[src/rtl/rv_ext_mem_bridge.sv]
// rv_ext_mem_bridge: valid/ready host access to the RV32I instr/data memories.
// LOAD holds the CPU for bulk loading; STEAL borrows bounded CPU stall cycles.
module rv_ext_mem_bridge #(
  parameter int ADDR_W    = 32,
  parameter int DATA_W    = 32,
  parameter int MAX_BURST = 4,
  parameter int CNT_W     = 16
) (
  input  logic              clk,
  input  logic              reset,
  input  logic              load_mode,
  input  logic              ext_valid,
  output logic              ext_ready,
  input  logic              ext_we,
  input  logic              ext_sel,
  input  logic [ADDR_W-1:0] ext_addr,
  input  logic [DATA_W-1:0] ext_wdata,
  output logic              ext_rvalid,
  output logic [DATA_W-1:0] ext_rdata,
  output logic              ext_err,
  input  logic              cpu_memwrite,
  input  logic [ADDR_W-1:0] cpu_adr,
  input  logic [DATA_W-1:0] cpu_wdata,
  output logic              cpu_stall,
  output logic              cpu_hold,
  output logic              dmem_we,
  output logic [ADDR_W-1:0] dmem_adr,
  output logic [DATA_W-1:0] dmem_wdata,
  input  logic [DATA_W-1:0] dmem_rdata,
  output logic              imem_we,
  output logic [ADDR_W-1:0] imem_adr,
  output logic [DATA_W-1:0] imem_wdata,
  input  logic [DATA_W-1:0] imem_rdata,
  output logic [CNT_W-1:0]  load_count
);

  localparam logic [1:0] S_RUN   = 2'd0;
  localparam logic [1:0] S_STEAL = 2'd1;
  localparam logic [1:0] S_GAP   = 2'd2;
  localparam logic [1:0] S_LOAD  = 2'd3;

  localparam logic [3:0] BMAX = 4'(MAX_BURST);

  logic [1:0]        r_state;
  logic [1:0]        w_next;
  logic [3:0]        r_burst;
  logic [3:0]        w_burst_inc;
  logic [DATA_W-1:0] r_rdata;
  logic              r_rvalid;
  logic              r_err;
  logic [CNT_W-1:0]  r_load_count;

  logic w_load;
  logic w_steal;
  logic w_host;
  logic w_xfer;
  logic w_wr;
  logic w_rd;
  logic w_imem_wr;
  logic w_dmem_wr;
  logic w_bad_wr;

  // The CPU is only stalled in STEAL while the host actually presents a
  // request; once the host lets go the CPU resumes the same cycle.
  assign w_load    = (r_state == S_LOAD);
  assign w_steal   = (r_state == S_STEAL) && ext_valid;
  assign w_host    = w_load || w_steal;
  assign w_xfer    = w_host && ext_valid && !reset;
  assign w_wr      = w_xfer && ext_we;
  assign w_rd      = w_xfer && !ext_we;
  assign w_imem_wr = w_wr && ext_sel && w_load;
  assign w_bad_wr  = w_wr && ext_sel && !w_load;
  assign w_dmem_wr = w_wr && !ext_sel;

  assign w_burst_inc = 4'(r_burst + 4'd1);

  assign ext_ready  = w_xfer;
  assign ext_rvalid = r_rvalid && !reset;
  assign ext_rdata  = r_rdata;
  assign ext_err    = r_err && !reset;
  assign cpu_stall  = w_host && !reset;
  assign cpu_hold   = w_load && !reset;

  assign dmem_we    = w_host ? w_dmem_wr : (cpu_memwrite && !reset);
  assign dmem_adr   = w_host ? ext_addr  : cpu_adr;
  assign dmem_wdata = w_host ? ext_wdata : cpu_wdata;

  assign imem_we    = w_imem_wr;
  assign imem_adr   = ext_addr;
  assign imem_wdata = ext_wdata;

  assign load_count = r_load_count;

  // Next state; GAP gives the CPU its cycle, then re-arbitrates like RUN
  // so a sustained host burst alternates MAX_BURST steals with one CPU cycle.
  always_comb begin
    w_next = r_state;
    unique case (r_state)
      S_RUN, S_GAP: begin
        if (load_mode)      w_next = S_LOAD;
        else if (ext_valid) w_next = S_STEAL;
        else                w_next = S_RUN;
      end
      S_STEAL: begin
        if (load_mode)                 w_next = S_LOAD;
        else if (!ext_valid)           w_next = S_RUN;
        else if (w_burst_inc == BMAX)  w_next = S_GAP;
        else                           w_next = S_STEAL;
      end
      S_LOAD: begin
        if (!load_mode) w_next = S_RUN;
      end
      default: w_next = S_RUN;
    endcase
  end

  // State register and consecutive-steal counter.
  always_ff @(posedge clk) begin
    if (reset) begin
      r_state <= S_RUN;
      r_burst <= '0;
    end else begin
      r_state <= w_next;
      if (w_next != S_STEAL)
        r_burst <= '0;
      else if (w_xfer)
        r_burst <= w_burst_inc;
    end
  end

  // Read data capture, read-valid and error pulses.
  always_ff @(posedge clk) begin
    if (reset) begin
      r_rdata  <= '0;
      r_rvalid <= 1'b0;
      r_err    <= 1'b0;
    end else begin
      r_rvalid <= w_rd;
      r_err    <= w_bad_wr;
      if (w_rd)
        r_rdata <= ext_sel ? imem_rdata : dmem_rdata;
    end
  end

  // Words written per LOAD session, cleared on entry, saturating.
  always_ff @(posedge clk) begin
    if (reset) begin
      r_load_count <= '0;
    end else if (w_next == S_LOAD && !w_load) begin
      r_load_count <= '0;
    end else if (w_load && w_wr && r_load_count != '1) begin
      r_load_count <= r_load_count + CNT_W'(1);
    end
  end

endmodule

[config.mk]
export PLATFORM = sky130hd
export DESIGN_NAME = rv_ext_mem_bridge
export DESIGN_NICKNAME = d
export VERILOG_FILES = /design/src/rtl/rv_ext_mem_bridge.sv
export SDC_FILE = /design/constraint.sdc
export NUM_CORES = 1
export LEC_CHECK = 0
export BUFFER_PORTS_ARGS = -buffer_cell sky130_fd_sc_hd__buf_2
export CORE_AREA = 2 2 149 151
export DETAILED_ROUTE_END_ITERATION = 10
export DIE_AREA = 0 0 151 153
export PLACE_DENSITY_LB_ADDON = 0.08
export SLEW_MARGIN = 5
export SYNTH_ARGS = -nofsm -noshare
export SYNTH_HDL_FRONTEND = slang
export SYNTH_SLANG_ARGS = --single-unit
[constraint.sdc]
create_clock -name clk -period 2.8 [get_ports clk]
set_clock_uncertainty 0.05 [all_clocks]
set_input_delay 0.84 -clock clk [delete_from_list [all_inputs] [get_ports clk]]
set_output_delay 0.84 -clock clk [all_outputs]
set_load 0.005 [all_outputs]
==> results.json, run 1 <==
{
  "synthCells": 430,
  "first_pass_iters": 4,
  "grt_antenna_before_repair": 3,
  "nNetsFinal": 940,
  "fillers": 2352,
  "yosys_warnings": 0,
  "slew_headroom_pct": 55.2,
  "critical_path_class": "input pin to primary output",
  "synth_area_leaders": "dfxtp_1 29%, mux2_2 19%, buf_4 12%",
  "crit_required_ns": 1.91,
  "cts_buffers": 5,
  "synth_seq_cells": 56,
  "slew_violations": 0,
  "core_area_um2": 21500,
  "vdd_drop_max_uv": 244,
  "grt_usage_pct": 13.4,
  "io_pins": 382,
  "place_inst": 1011,
  "area.growth.synth_to_final_pct": 52.4,
  "routed_wl_mm": 16.7,
  "port_buffers": 381,
  "yosysTopAreaCell": "dfxtp_1",
  "ys_seq_area_share_pct": 29.1,
  "synth_top_cell_area_share_pct": 29.1,
  "via_per_inst": 4.18,
  "final_common_cell": "buf_2",
  "arrival_ns": 1.90,
  "dr.first_iter.drc_count": 95,
  "dieArea_um2": 23100,
  "drc": 0,
  "final_antenna_net_count": 0,
  "hold_violations": 0,
  "drt-wirelength-per-cell_um": 16.4,
  "synth_area_um2": 3850,
  "gp_congestion": 0.781,
  "leakagePower_nw": 2.90,
  "synth_cell_types": 37,
  "p_per_area_nw_per_um2": 354,
  "die_w_um": 151,
  "worstSetupStartpointType": "input pin",
  "dpl.hpwl_mm": 14.0,
  "max_clock_freq_mhz": 358,
  "hp-class": "register to register",
  "clock_latency_ns": 0.31,
  "cts_max_level": 2,
  "most-common-layout-cells": "377 x buf_2, 59 x mux2_2, 56 x dfxtp_1, 47 x nor2_1, 38 x mux2i_1",
  "tritoncts": "built",
  "die_y_um": 153,
  "cts_buffer_depth": 2,
  "setup_tns_ns": 0,
  "worst-path-max-fanout": 22,
  "gr-total-overflow": 0,
  "worstSetupEndpointType": "primary output",
  "rows": 54,
  "initial_core_util_pct": 17.9,
  "final_layout_size_suffix_gt1_share_pct": 63.6,
  "root_buffer": "clkbuf_16",
  "via_count": 4272,
  "clk_pin_slew_ns": 0.08,
  "fin_crit_sh_pct": 99.7,
  "avgSynthCellArea_um2": 8.95,
  "fin_cells": 1021,
  "clock_sinks": 56,
  "tightest_slew_ns": 0.670,
  "grt_pass1_vias": 4152,
  "drv_cap": 0,
  "setup_violations": 0,
  "grt_pass1_wl_mm": 23.5,
  "rsz0062_at_grt": "true",
  "fin_crit_ns": 2.79,
  "status": "completed",
  "syn_nets": 631,
  "grt_max_degree": 66
}
-- cells in the mapped netlist --
master and n:
a211o_1 1, a211oi_1 32, a21boi_0 1, a21oi_1 10, a311o_1 1, and4_1 2
and4b_1 1, buf_1 5, buf_2 8, buf_4 64, clkbuf_1 14, clkbuf_2 1
dfxtp_1 56, ha_1 2, inv_1 3, mux2_2 64, mux2i_1 38, nand2_1 17
nand3_1 9, nand3b_1 1, nand3b_2 1, nand4_1 7, nor2_1 48, nor2b_1 2
nor3b_1 1, nor4_1 5, o211ai_1 3, o21ai_0 9, o311ai_0 1, o31ai_1 4
o41ai_1 1, or2_2 1, or3_1 9, or4_1 4, or4_4 1, xnor2_1 1
xor2_1 2
-- cell families after synthesis --
group	Yosys count	share of synthesized area, %
compound gates	63	11.2
xor+xnor	3	0.683
fa+ha+maj	2	0.650
buf+inv	95	15.8
flops	56	29.1
mux	102	28.6
simple gates	109	13.9
-- flip-flops by register name, summed over array words and instances (netlist names) --
name        flops
ext_rdata      32
load_count     16
r_burst         4
r_err           1
r_rvalid        1
r_state         2
-- through the flow --
step	hold slack [ns]	area, um^2	setup slack (ns)	util [%]	total power [mW]
floorplan	0.404	3850	0.0176	-	1.13
global placement	0.425	5640	-0.0555	26.3	1.41
detailed placement	0.426	5640	-0.0705	26.3	1.42
CTS	0.448	5850	-0.0639	27.2	2.12
global route	0.463	5860	-0.0303	27.3	2.20
finish	0.443	5860	0.00748	27.3	2.07
-- layer usage --
metal / vias up / track usage [%] / share of wire, %
li1: 2115 / - / -
met1: 1939 / 13.0 / 35
met2: 195 / 26.1 / 53
met3: 21 / 3.43 / 8.7
met4: 2 / 5.92 / 3.9
met5: - / 0 / 0.054
-- final cells by class --
type,instances,area [um^2],share of cell area (%)
clock inverters,3,21.3,0.363
repair buffers,394,2070,35.4
flip-flops and latches,56,1120,19.1
clock buffers,5,125,2.13
inverters,3,11.3,0.192
multi-input cells,279,2160,36.8
diodes,1,2.50,0.0427
well taps,280,350,5.98
-- critical path: stages --
cell and delay, ns:
buf_6 0.10, o21ai_4 0.23, buf_12 0.22, mux2_2 0.36, buf_2 0.14
-- report_power, final --
part	internal (mW)	leakage, nW	switching, mW	total, mW
logic	0.327	2.37	0.259	0.586
clock network	0.335	0.0702	0.330	0.665
registers	0.812	0.453	0.0101	0.822
total	1.47	2.90	0.599	2.07
-- worst paths after layout --
kind,start,end,slack (ns),cells after the start
setup / recovery,ext_valid,dmem_adr[1],0.007,5
hold / removal,load_count[7],load_count[7],0.44,2
setup reg to reg,load_count[4],load_count[15],0.76,4
hold reg to reg,load_count[7],load_count[7],0.44,2
-- timing repair --
item                       CTS  global route
buffers inserted             1             0
cloned                       1             0
resized for setup            4            10
setup endpoints to repair   47            59
hold buffers                 0             0
pin swaps                    1             1
Power figures use the tool's default switching activity.
==> run 2: changes to the inputs <==
--- a/config.mk
+++ b/config.mk
@@ -11,3 +11,3 @@
 export DIE_AREA = 0 0 151 153
-export PLACE_DENSITY_LB_ADDON = 0.08
+export PLACE_DENSITY = 0.48
 export SLEW_MARGIN = 5
==> constraint.sdc (replaced) <==
create_clock -name clk -period 2.8 [get_ports clk]
set_clock_uncertainty 0.05 [all_clocks]
set_input_delay 0.56 -clock clk [delete_from_list [all_inputs] [get_ports clk]]
set_output_delay 0.56 -clock clk [all_outputs]
set_load 0.005 [all_outputs]
==> run 2 against run 1 <==
- first-iteration DRC count is 99% higher
- routed wire length is 8.4% higher
- critical path depth is 1 lower
- largest cell class unchanged
==> results.json, run 2 (synthesis gave the netlist of run 1 again) <==
{
  "critical_path_class": "register to primary output",
  "slew_violations": 0,
  "clock_sinks": 56,
  "port_buffers": 381,
  "cts_setup_buffers": 0,
  "initial_core_util_pct": 17.9,
  "status": "completed",
  "die_w_um": 151,
  "tritoncts": "built",
  "gp_congestion": 0.829,
  "path_cells": "o21ai_4 > buf_4 > mux2_2 > buf_2",
  "die_y_um": 153,
  "via_per_inst": 4.14,
  "nNetsFinal": 945,
  "grt_pass1_wl_mm": 25.8,
  "path_buf_inv": 2,
  "clock_latency_ns": 0.30,
  "setup_violations": 0,
  "core_area_um2": 21500,
  "gr-total-overflow": 0,
  "final_common_cell": "buf_2",
  "clk_pin_slew_ns": 0.07,
  "p_per_area_nw_per_um2": 364,
  "setup_tns_ns": 0,
  "fin_crit_ns": 2.55,
  "routed_wl_mm": 18.1,
  "leakagePower_nw": 2.89,
  "io_pins": 382,
  "reg2reg_slack_ns": 0.75,
  "via_count": 4251,
  "drt-wirelength-per-cell_um": 17.6,
  "worst-path-max-fanout": 11,
  "cts_buffer_depth": 2,
  "hp-class": "register to register",
  "final_antenna_net_count": 0,
  "rows": 54,
  "dieArea_um2": 23100,
  "vdd_drop_max_uv": 197,
  "dpl.hpwl_mm": 15.5,
  "drc": 0,
  "fin_crit_sh_pct": 91.0,
  "crit_required_ns": 2.19,
  "worst_path_largest_cell_delay_ns": 0.46,
  "grt_usage_pct": 15.0,
  "tightest_slew_ns": 0.638,
  "rr_worst_depth": 4,
  "grt_max_degree": 66,
  "cp_slowest_cell": "o21ai_4",
  "area.growth.synth_to_final_pct": 52.2,
  "worstSetupStartpointType": "register",
  "cts-resized-gates": 0,
  "place_area_um2": 5690,
  "grt_pass1_vias": 4077,
  "arrival_ns": 1.94,
  "root_buffer": "clkbuf_16",
  "most-common-layout-cells": "381 x buf_2, 64 x mux2_2, 56 x dfxtp_1, 47 x nor2_1, 38 x mux2i_1",
  "hold_buffers": 0,
  "dr.first_iter.drc_count": 189,
  "max_clock_freq_mhz": 392,
  "hold_violations": 0,
  "cts_buffers": 5,
  "grt_antenna_before_repair": 4,
  "worstSetupEndpointType": "primary output",
  "rsz0062_at_grt": "false",
  "slew_headroom_pct": 57.3,
  "finalPower_mw": 2.13,
  "drv_cap": 0,
  "holdPathStages": 2,
  "cts_max_level": 2,
  "final_layout_size_suffix_gt1_share_pct": 63.8,
  "largest_reg_flops": 32,
  "first_pass_iters": 4,
  "timing.hold.ws_ns": 0.434,
  "fin_area_um2": 5860,
  "critical-path-top-delay-family": "compound AO/OA/AOI/OAI gates",
  "cp_num_cells": 4,
  "utilization_pct": 27.3
}
## run 2: cell types whose count changed in the layout (fill, tap and decap cells not counted), moves of 4 or more
cell | previous run | this run
buf_2 | 377 | 381
buf_4 | 9 | 16
buf_6 | 4 | 0
mux2_2 | 59 | 64
mux2_4 | 5 | 0
## run 2: final timing paths
check	start	to
hold reg to reg	r_burst[1]	r_burst[1]
hold / removal	r_burst[1]	r_burst[1]
setup / recovery	r_state[1]	dmem_adr[6]
setup reg to reg	r_state[0]	load_count[15]
## run 2: cell type report
class / instances / area, um^2
clock inverters: 2 / 35.0
inverters: 3 / 11.3
multi-input cells: 279 / 2140
repair buffers: 399 / 2070
fillers: 2389 / 15600
diodes: 2 / 5.00
well taps: 280 / 350
flip-flops and latches: 56 / 1120
clock buffers: 6 / 129
## run 2: metrics by stage
stage	worst slack (ns)	instances
2_1_floorplan	0.467	430
3_3_place_gp	0.283	1017
3_5_place_dp	0.278	1017
4_1_cts	0.197	1025
5_1_grt	0.163	1027
6_report	0.252	1027
## run 2: metal layers
layer  track usage, %  up-vias  wire length (um)
li1                 -     2123                 -
met1             18.0     1928              7410
met2             27.3      181              9340
met3             2.48       17              1000
met4             4.01        2               339
met5                0        -                13
## run 2: worst register-to-register path: stages, from the launching register on
cell and delay, ns:
dfxtp_1 0.48, nand3b_2 0.23, or4_1 0.72, nor4_1 0.29, mux2i_1 0.22
## run 2: report_power, final
group,switching [mW],internal (mW),total [mW],leakage [nW]
Clock,0.294,0.422,0.715,0.0809
Combinational,0.270,0.322,0.592,2.35
Sequential,0.0112,0.812,0.823,0.453
==> run 3: changes to the inputs <==
- clock period: 2.8 -> 2.3 ns (I/O delays scaled with it)
==> run 3 against run 2 <==
- worst setup slack got worse by 0.17 ns
- first-iteration DRC count down 17%
- design area down 1.2%
- critical path type unchanged
- largest power group unchanged
==> results.json, run 3 (synthesis gave the netlist of run 1 again) <==
{
  "slew_headroom_pct": 61.2,
  "via_per_inst": 4.19,
  "fin_crit_ns": 2.22,
  "routed_wl_mm": 17.7,
  "die_w_um": 151,
  "hold_violations": 0,
  "worst-path-max-fanout": 54,
  "final_antenna_net_count": 0,
  "cts_max_level": 2,
  "rows": 54,
  "drv_cap": 0,
  "status": "completed",
  "hp-class": "input pin to register",
  "place_area_um2": 5630,
  "io_pins": 382,
  "critical_path_class": "register to primary output",
  "grt_max_degree": 66,
  "core_area_um2": 21500,
  "cts_setup_buffers": 0,
  "worstSetupEndpointType": "primary output",
  "place_inst": 1009,
  "via_count": 4256,
  "p_clk_share_pct": 33.1,
  "grt_pass1_wl_mm": 25.2,
  "p_switching_mw": 0.686,
  "dieArea_um2": 23100,
  "hold_buffers": 0,
  "cts_buffer_depth": 2,
  "dpl.hpwl_mm": 15.2,
  "final_common_cell": "buf_2",
  "timing.hold.ws_ns": 0.403,
  "tightest_slew_ns": 0.581,
  "initial_core_util_pct": 17.9,
  "port_buffers": 381,
  "cts_buffers": 5,
  "gr-total-overflow": 0,
  "slew_violations": 0,
  "grt_usage_pct": 14.6,
  "worstSetupStartpointType": "register",
  "clock_sinks": 56,
  "grt_pass1_vias": 4061,
  "first_pass_iters": 4,
  "combinationalPowerShare_pct": 27.7,
  "p_int_mw": 1.87,
  "root_buffer": "clkbuf_16",
  "setup_tns_ns": 0,
  "grt_antenna_before_repair": 2,
  "final_layout_size_suffix_gt1_share_pct": 63.7,
  "fin_crit_sh_pct": 96.4,
  "fin_cells": 1016,
  "area.growth.synth_to_final_pct": 50.4,
  "max_clock_freq_mhz": 451,
  "rsz0062_at_grt": "false",
  "clock_latency_ns": 0.29,
  "setup_violations": 0,
  "clk_pin_slew_ns": 0.07,
  "crit_required_ns": 1.79,
  "vdd_drop_max_uv": 259,
  "nNetsFinal": 937,
  "dr.first_iter.drc_count": 157,
  "fin_area_um2": 5790,
  "gp_congestion": 0.827,
  "p_per_area_nw_per_um2": 442,
  "drc": 0,
  "p_sw_share_pct": 26.8,
  "die_y_um": 153,
  "largest_reg_flops": 32,
  "drt-wirelength-per-cell_um": 17.4,
  "leakagePower_nw": 2.85,
  "seq_power_share_pct": 39.2,
  "tritoncts": "built",
  "arrival_ns": 1.71,
  "most-common-layout-cells": "381 x buf_2, 64 x mux2_2, 54 x dfxtp_1, 47 x nor2_1, 38 x mux2i_1"
}
[run 3: cell types whose count changed in the layout (fill, tap and decap cells not counted), sizes merged]
cell	change
buf	-8
clkbuf	-1
clkinv	-1
diode	-1
[run 3: path summary, 6_finish.rpt]
kind	end	slack, ns	cells past startpoint	start
setup / recovery	dmem_wdata[11]	0.08	4	r_state[1]
hold reg to reg	r_burst[1]	0.43	2	r_burst[1]
setup reg to reg	load_count[15]	0.29	4	load_count[4]
hold / removal	r_state[0]	0.40	3	load_mode
[run 3: power by group through the flow]
stage	Clock [mW]	Sequential (mW)	Combinational, mW
2_1_floorplan	0	1.02	0.352
3_3_place_gp	0	1.02	0.719
3_5_place_dp	0	1.03	0.719
4_1_cts	0.885	1.00	0.722
5_1_grt	0.915	1.01	0.771
6_report	0.847	1.00	0.707
[run 3: area by class of cell]
type,count,area (um^2)
multi-input cells,279,2140
well taps,280,350
fillers,2371,15700
flip-flops and latches,56,1120
inverters,3,11.3
repair buffers,391,2010
clock inverters,1,30.0
diodes,1,2.50
clock buffers,5,125
[run 3: per-stage QoR]
stage	setup slack (ns)	utilization, %	power (mW)
detailed placement	0.144	26.2	1.74
global route	0.0135	26.9	2.69
CTS	0.0673	26.9	2.61
global placement	0.141	26.2	1.74
finish	0.0833	26.9	2.56
floorplan	0.167	-	1.37
[run 3: repair_timing]
item	4_1_cts	5_1_grt
resized for setup	1	1
cloned	0	0
setup endpoints to repair	5	1
pin swaps	0	0
[run 3: routing by layer]
| layer | share of wire [%] | vias to the layer above | global-route usage (%) |
|---|---|---|---|
| met5 | 0.073 | - | 0 |
| met4 | 3.9 | 2 | 5.83 |
| met3 | 7.8 | 25 | 3.13 |
| met2 | 49 | 210 | 25.3 |
| met1 | 39 | 1915 | 17.3 |
| li1 | - | 2104 | - |
[run 3: critical path, cell delays in order, from the launching register on]
cell and delay [ns]:
dfxtp_2 0.39, o21ai_4 0.18, buf_12 0.28, mux2_2 0.40, buf_2 0.13
